--- src/rtl/hap_cmp_pkg.sv ---
// Shared definitions for the compare pipeline: opcode width, the six
// relational opcode encodings and a legality helper used by both the
// compare core and any model that needs to classify opcodes.
package hap_cmp_pkg;

  localparam int OPC_W = 5;

  localparam logic [OPC_W-1:0] OP_LT  = 5'b01011;
  localparam logic [OPC_W-1:0] OP_GT  = 5'b01100;
  localparam logic [OPC_W-1:0] OP_EQ  = 5'b01101;
  localparam logic [OPC_W-1:0] OP_GTE = 5'b01110;
  localparam logic [OPC_W-1:0] OP_LTE = 5'b01111;
  localparam logic [OPC_W-1:0] OP_NE  = 5'b10000;

  // True when op is one of the six relational opcodes.
  function automatic logic is_cmp_op(input logic [OPC_W-1:0] op);
    logic ok;
    case (op)
      OP_LT, OP_GT, OP_EQ, OP_GTE, OP_LTE, OP_NE: ok = 1'b1;
      default:                                    ok = 1'b0;
    endcase
    return ok;
  endfunction

endpackage

--- src/rtl/compare_core.sv ---
// Purely combinational relational compare of two WIDTH-bit operands.
// Produces the opcode-selected result bit, an illegal-opcode flag and the
// opcode-independent lt/eq/gt ordering. signed_mode selects
// two's-complement ordering.
module compare_core
  import hap_cmp_pkg::*;
#(
  parameter int WIDTH = 8
) (
  input  logic [OPC_W-1:0] opcode,
  input  logic [WIDTH-1:0] r1,
  input  logic [WIDTH-1:0] r2,
  input  logic             signed_mode,
  output logic             res,
  output logic             illegal,
  output logic             lt,
  output logic             eq,
  output logic             gt
);

  logic [WIDTH-1:0] a_biased;
  logic [WIDTH-1:0] b_biased;

  // Ordering flags: flipping the sign bit maps two's-complement order onto
  // unsigned order, so one unsigned comparator serves both modes.
  always_comb begin
    a_biased = {r1[WIDTH-1] ^ signed_mode, r1[WIDTH-2:0]};
    b_biased = {r2[WIDTH-1] ^ signed_mode, r2[WIDTH-2:0]};
    eq       = (r1 == r2);
    lt       = (a_biased < b_biased);
    gt       = !lt && !eq;
  end

  // Opcode decode of the result bit; unknown opcodes yield 0 and flag illegal.
  always_comb begin
    res     = 1'b0;
    illegal = !is_cmp_op(opcode);
    case (opcode)
      OP_LT:   res = lt;
      OP_GT:   res = gt;
      OP_EQ:   res = eq;
      OP_GTE:  res = gt || eq;
      OP_LTE:  res = lt || eq;
      OP_NE:   res = !eq;
      default: res = 1'b0;
    endcase
  end

endmodule

--- src/rtl/compare_pipe.sv ---
// Two-stage valid/ready compare pipeline. S1 captures the request, S2
// captures the evaluated result; all result outputs come straight from S2
// flops and read zero whenever out_valid is low.
// Optional feature: define CMP_SIGNED_EN to honour in_signed (two's-complement
// ordering); otherwise in_signed is ignored and every compare is unsigned.
module compare_pipe
  import hap_cmp_pkg::*;
#(
  parameter int WIDTH    = 8,
  parameter int RD_WIDTH = 3
) (
  input  logic                clk,
  input  logic                rst_n,
  input  logic                in_valid,
  output logic                in_ready,
  input  logic [OPC_W-1:0]    opcode,
  input  logic [WIDTH-1:0]    r1,
  input  logic [WIDTH-1:0]    r2,
  input  logic                in_signed,
  output logic                out_valid,
  input  logic                out_ready,
  output logic [RD_WIDTH-1:0] rd,
  output logic                illegal,
  output logic [2:0]          flags
);

  // Stage 1 state
  logic             s1_valid_q, s1_valid_d;
  logic [OPC_W-1:0] s1_op_q,    s1_op_d;
  logic [WIDTH-1:0] s1_r1_q,    s1_r1_d;
  logic [WIDTH-1:0] s1_r2_q,    s1_r2_d;
  logic             s1_sgn;

  // Stage 2 state
  logic                s2_valid_q,   s2_valid_d;
  logic [RD_WIDTH-1:0] s2_rd_q,      s2_rd_d;
  logic                s2_illegal_q, s2_illegal_d;
  logic [2:0]          s2_flags_q,   s2_flags_d;

  // Handshake
  logic s2_load;
  logic s1_accept;

  // Core outputs
  logic core_res, core_illegal, core_lt, core_eq, core_gt;

  assign s2_load   = s1_valid_q && (!s2_valid_q || out_ready);
  assign in_ready  = !s1_valid_q || s2_load;
  assign s1_accept = in_valid && in_ready;

`ifdef CMP_SIGNED_EN
  logic s1_sgn_q, s1_sgn_d;

  // Signed-mode request bit travels with its operands through S1.
  always_comb begin
    s1_sgn_d = s1_sgn_q;
    if (s1_accept) s1_sgn_d = in_signed;
  end

  // Signed-mode register.
  always_ff @(posedge clk or negedge rst_n) begin
    if (!rst_n) s1_sgn_q <= 1'b0;
    else        s1_sgn_q <= s1_sgn_d;
  end

  assign s1_sgn = s1_sgn_q;
`else
  // in_signed stays on the port list for interface stability only.
  logic unused_in_signed;
  assign unused_in_signed = in_signed;
  assign s1_sgn           = 1'b0;
`endif

  compare_core #(
    .WIDTH(WIDTH)
  ) u_core (
    .opcode     (s1_op_q),
    .r1         (s1_r1_q),
    .r2         (s1_r2_q),
    .signed_mode(s1_sgn),
    .res        (core_res),
    .illegal    (core_illegal),
    .lt         (core_lt),
    .eq         (core_eq),
    .gt         (core_gt)
  );

  // S1 next state: load on accept, empty when its content moves to S2.
  always_comb begin
    s1_valid_d = s1_valid_q;
    s1_op_d    = s1_op_q;
    s1_r1_d    = s1_r1_q;
    s1_r2_d    = s1_r2_q;
    if (s1_accept) begin
      s1_valid_d = 1'b1;
      s1_op_d    = opcode;
      s1_r1_d    = r1;
      s1_r2_d    = r2;
    end else if (s2_load) begin
      s1_valid_d = 1'b0;
    end
  end

  // S1 registers.
  always_ff @(posedge clk or negedge rst_n) begin
    if (!rst_n) begin
      s1_valid_q <= 1'b0;
      s1_op_q    <= '0;
      s1_r1_q    <= '0;
      s1_r2_q    <= '0;
    end else begin
      s1_valid_q <= s1_valid_d;
      s1_op_q    <= s1_op_d;
      s1_r1_q    <= s1_r1_d;
      s1_r2_q    <= s1_r2_d;
    end
  end

  // S2 next state: capture the evaluated result, or clear the payload once
  // consumed so the outputs read zero while no result is present.
  always_comb begin
    s2_valid_d   = s2_valid_q;
    s2_rd_d      = s2_rd_q;
    s2_illegal_d = s2_illegal_q;
    s2_flags_d   = s2_flags_q;
    if (s2_load) begin
      s2_valid_d   = 1'b1;
      s2_rd_d      = '0;
      s2_rd_d[0]   = core_res;
      s2_illegal_d = core_illegal;
      s2_flags_d   = {core_gt, core_eq, core_lt};
    end else if (out_ready) begin
      s2_valid_d   = 1'b0;
      s2_rd_d      = '0;
      s2_illegal_d = 1'b0;
      s2_flags_d   = 3'b000;
    end
  end

  // S2 registers.
  always_ff @(posedge clk or negedge rst_n) begin
    if (!rst_n) begin
      s2_valid_q   <= 1'b0;
      s2_rd_q      <= '0;
      s2_illegal_q <= 1'b0;
      s2_flags_q   <= 3'b000;
    end else begin
      s2_valid_q   <= s2_valid_d;
      s2_rd_q      <= s2_rd_d;
      s2_illegal_q <= s2_illegal_d;
      s2_flags_q   <= s2_flags_d;
    end
  end

  assign out_valid = s2_valid_q;
  assign rd        = s2_rd_q;
  assign illegal   = s2_illegal_q;
  assign flags     = s2_flags_q;

endmodule

--- config.mk ---
export PLATFORM = sky130hd
export DESIGN_NAME = compare_pipe
export DESIGN_NICKNAME = d
export VERILOG_FILES = /design/src/rtl/hap_cmp_pkg.sv /design/src/rtl/compare_core.sv /design/src/rtl/compare_pipe.sv
export SDC_FILE = /design/constraint.sdc
export NUM_CORES = 1
export LEC_CHECK = 0
export CORE_ASPECT_RATIO = 0.75
export CORE_MARGIN = 3
export CORE_UTILIZATION = 44
export CTS_CLUSTER_SIZE = 40
export DETAILED_ROUTE_END_ITERATION = 6
export HOLD_SLACK_MARGIN = 0.08
export PLACE_DENSITY = 0.75
export SYNTH_ARGS = -nofsm -noshare
export SYNTH_HDL_FRONTEND = slang
export SYNTH_HIERARCHICAL = 1
export SYNTH_SLANG_ARGS = --single-unit
--- constraint.sdc ---
create_clock -name clk -period 1.8 [get_ports clk]
set_input_delay 0.27 -clock clk [delete_from_list [all_inputs] [get_ports clk]]
set_output_delay 0.27 -clock clk [all_outputs]
set_load 0.05 [all_outputs]
==> flow_summary.yaml <==
setup_path:
  cp_slowest_cell: "dfrtp_1"
  slowest_delay_ps: 420
  critPathLaunchType: "register"
  worstPathMaxFanout: 3
  required_ps: 1960
  path_cells: "ha_4, nand2_2, o21bai_4, a2111oi_4, nor3_2, buf_4, a32o_1"
  end_kind: "register"
  cp_data_arrival_time_ps: 2010
  crit_type: "reg -> reg"
sta:
  holdWs_ps: 383
  fin_crit_sh: 1.03
  finalClockSkew_ps: 1.07
  rsz0062_at_grt: "yes"
  min_period_ps: 1850
  hold_viol_final: 0
  finalSetupViolations: 2
  slew_viol_final: 0
  finalWorstSetupSlack_ps: -45.4
  fin_tns_setup_ps: -68.4
  fmax_mhz: 542
die:
  io_pins: 35
  dieWidth_um: 73.5
  dieHeight_um: 56.7
  die-area_um2: 4170
  rows: 17
  core_area_um2: 3110
  floorplan.initialDensity: 0.485
grt:
  grt_max_degree: 29
  grt_antenna_before_repair: 0
  grt_pass1_wl_um: 4400
  grt_pass1_vias: 981
  grtUsageTotal: 0.135
  grt_overflow: 0
cts:
  cts_made_buffers: 3
  tritoncts: "done"
  cts_max_level: 1
  cts_max_path_buffers: 2
  clkSlewWorstSetupHoldPaths_ps: 90
  clk_latency_ps: 270
  clkSinkCount: 28
  postCtsHoldBufs: 0
  cts-root-buf: "clkbuf_8"
route:
  drc_errors: 0
  drt_iter0_drc: 78
  wl_per_cell_um: 14.2
  dr.pass1.iters: 4
  wl_um: 2770
  antenna_left: 0
  via_per_inst: 5.06
  dr_total_vias: 986
synthesis:
  ys_seq_area_frac: 0.466
  synth-seq-cells: 28
  avgSynthCellArea_um2: 13.3
  ys_types: 32
  netlist_area_um2: 1510
  syn_inst: 113
  yosysWarnings: 6
power:
  cellLeakagePower_nw: 0.954
  vdd_drop_max_mv: 0.495
  power.density_nw_per_um2: 892
placed_design:
  post-dp-hpwl_um: 2020
  place_congestion: 0.723
  dp_cells: 188
  numPortBuffers: 31
run_status:
  violations: "setup timing"
  outcome: "finished with violations"
cells_and_area:
  nets: 192
  diodes: 0
  multiInputGateArea_um2: 797
  fill_cells: 220
  fin_cells: 195
  drive_gt1_frac: 0.318
  syn_to_final_growth_pct: 36.4
  layout.core_utilization: 0.661
  seqCellArea_um2: 701
job:
  maxCapViolCount: 0
min_path:
  hold_path.class: "in -> async"
flip-flops by register name, summed over array words and instances, names as in the netlist:
register / flops
s1_op_q: 5
rd: 1
s1_r1_q: 8
s1_valid_q: 1
out_valid: 1
s1_r2_q: 8
illegal: 1
flags: 3
area by class of cell:
class	count	share of cell area
repair buffers	43	0.211
multi-input cells	74	0.388
clock buffers	3	0.0201
inverters	9	0.0165
well taps	38	0.0232
flip-flops and latches	28	0.341
cell families after synthesis:
kind of cell               share of synthesized area
AOI/OAI and AO/OA                             0.0781
xor gates and xnor gates                      0.0108
adders and majority gates                     0.0582
buffers and inverters                         0.0665
DFF                                            0.466
muxes                                          0.214
other                                        0.00249
and+or+nand+nor                                0.105
cells in the mapped netlist, drive strengths merged:
library cell | instances | area, um2
a21o | 1 | 7.51
inv | 9 | 33.8
nor2b | 4 | 25.0
or4 | 1 | 7.51
mux2i | 1 | 10.0
o21bai | 1 | 7.51
a21oi | 5 | 25.0
a2111oi | 1 | 10.0
nand2 | 4 | 22.5
a32o | 5 | 50.1
nor3 | 3 | 15.0
nor2 | 3 | 11.3
nand3 | 1 | 5.00
mux2 | 21 | 312
o211ai | 1 | 7.51
nor4 | 1 | 12.5
buf | 5 | 66.3
and3 | 1 | 6.26
dfrtp | 28 | 701
or3 | 1 | 6.26
xor2 | 1 | 16.3
conb | 1 | 3.75
or2b | 1 | 7.51
nand4 | 1 | 6.26
nand2b | 2 | 12.5
o21ai | 2 | 10.0
nand3b | 1 | 20.0
ha | 7 | 87.6
routing by layer:
metal  share of wire  track usage
met3           0.057       0.0483
met4               0       0.0103
met2            0.48        0.215
met5               0            0
met1            0.46        0.183
critical path, delay by kind of cell, from the launching register on:
family | cells | cell delay (ps)
AO/OA/AOI/OAI | 3 | 730
flip-flops | 1 | 420
adder cells (fa/ha/maj) | 1 | 290
AND/OR/NAND/NOR | 2 | 160
buffers and inverters | 1 | 140
metrics by stage:
stage | cell area [um2] | power (W) | worst slack (ps)
2_1_floorplan | 1520 | 0.00120 | 10.9
3_3_place_gp | 1910 | 0.00139 | -88.9
3_5_place_dp | 1910 | 0.00141 | -140
4_1_cts | 1960 | 0.00175 | -97.0
5_1_grt | 2050 | 0.00194 | -133
6_report | 2050 | 0.00183 | -45.4
path summary, 6_finish.rpt:
| kind | from | to | slack (ps) | cells after the start |
|---|---|---|---|---|
| setup / recovery | s1_r1_q[3] | flags[0] | -50 | 7 |
| hold / removal | rst_n | s1_r1_q[2] | 380 | 2 |
| setup reg to reg | s1_r1_q[3] | flags[0] | -50 | 7 |
| hold reg to reg | flags[0] | flags[0] | 500 | 1 |
| max in group asynchronous | rst_n | s1_r1_q[6] | 1150 | 2 |
| min in group clk | flags[0] | flags[0] | 500 | 1 |
layout by cell type, fill, tap and decap left out, drive strengths merged:
master and n:
inv 9, xor2 1, mux2i 1, nor3 3
o21bai 1, a2111oi 1, nand3 1, nor2 3
dfrtp 28, a32o 5, ha 7, nor2b 4
or2b 1, conb 4, clkdlybuf4s50 29, nand2b 2
o211ai 1, nand3b 1, o21ai 2, nand2 4
and3 1, a21oi 5, or4 1, or3 1
mux2 21, nand4 1, a21o 1, clkbuf 3
nor4 1, buf 14
timing repair:
item	in CTS	in global routing
pin swaps	3	6
resized for setup	1	10
endpoints found under the setup margin	3	3
setup buffers	1	3
report_power, final:
part	leakage, nW	internal [W]	total (W)	switching, W
Clock	0.0216	0.000150	0.000327	0.000177
Sequential	0.331	0.000721	0.000801	0.0000800
Combinational	0.601	0.000382	0.000703	0.000321
Total	0.954	0.00125	0.00183	0.000578
Power figures use the tool's default switching activity.
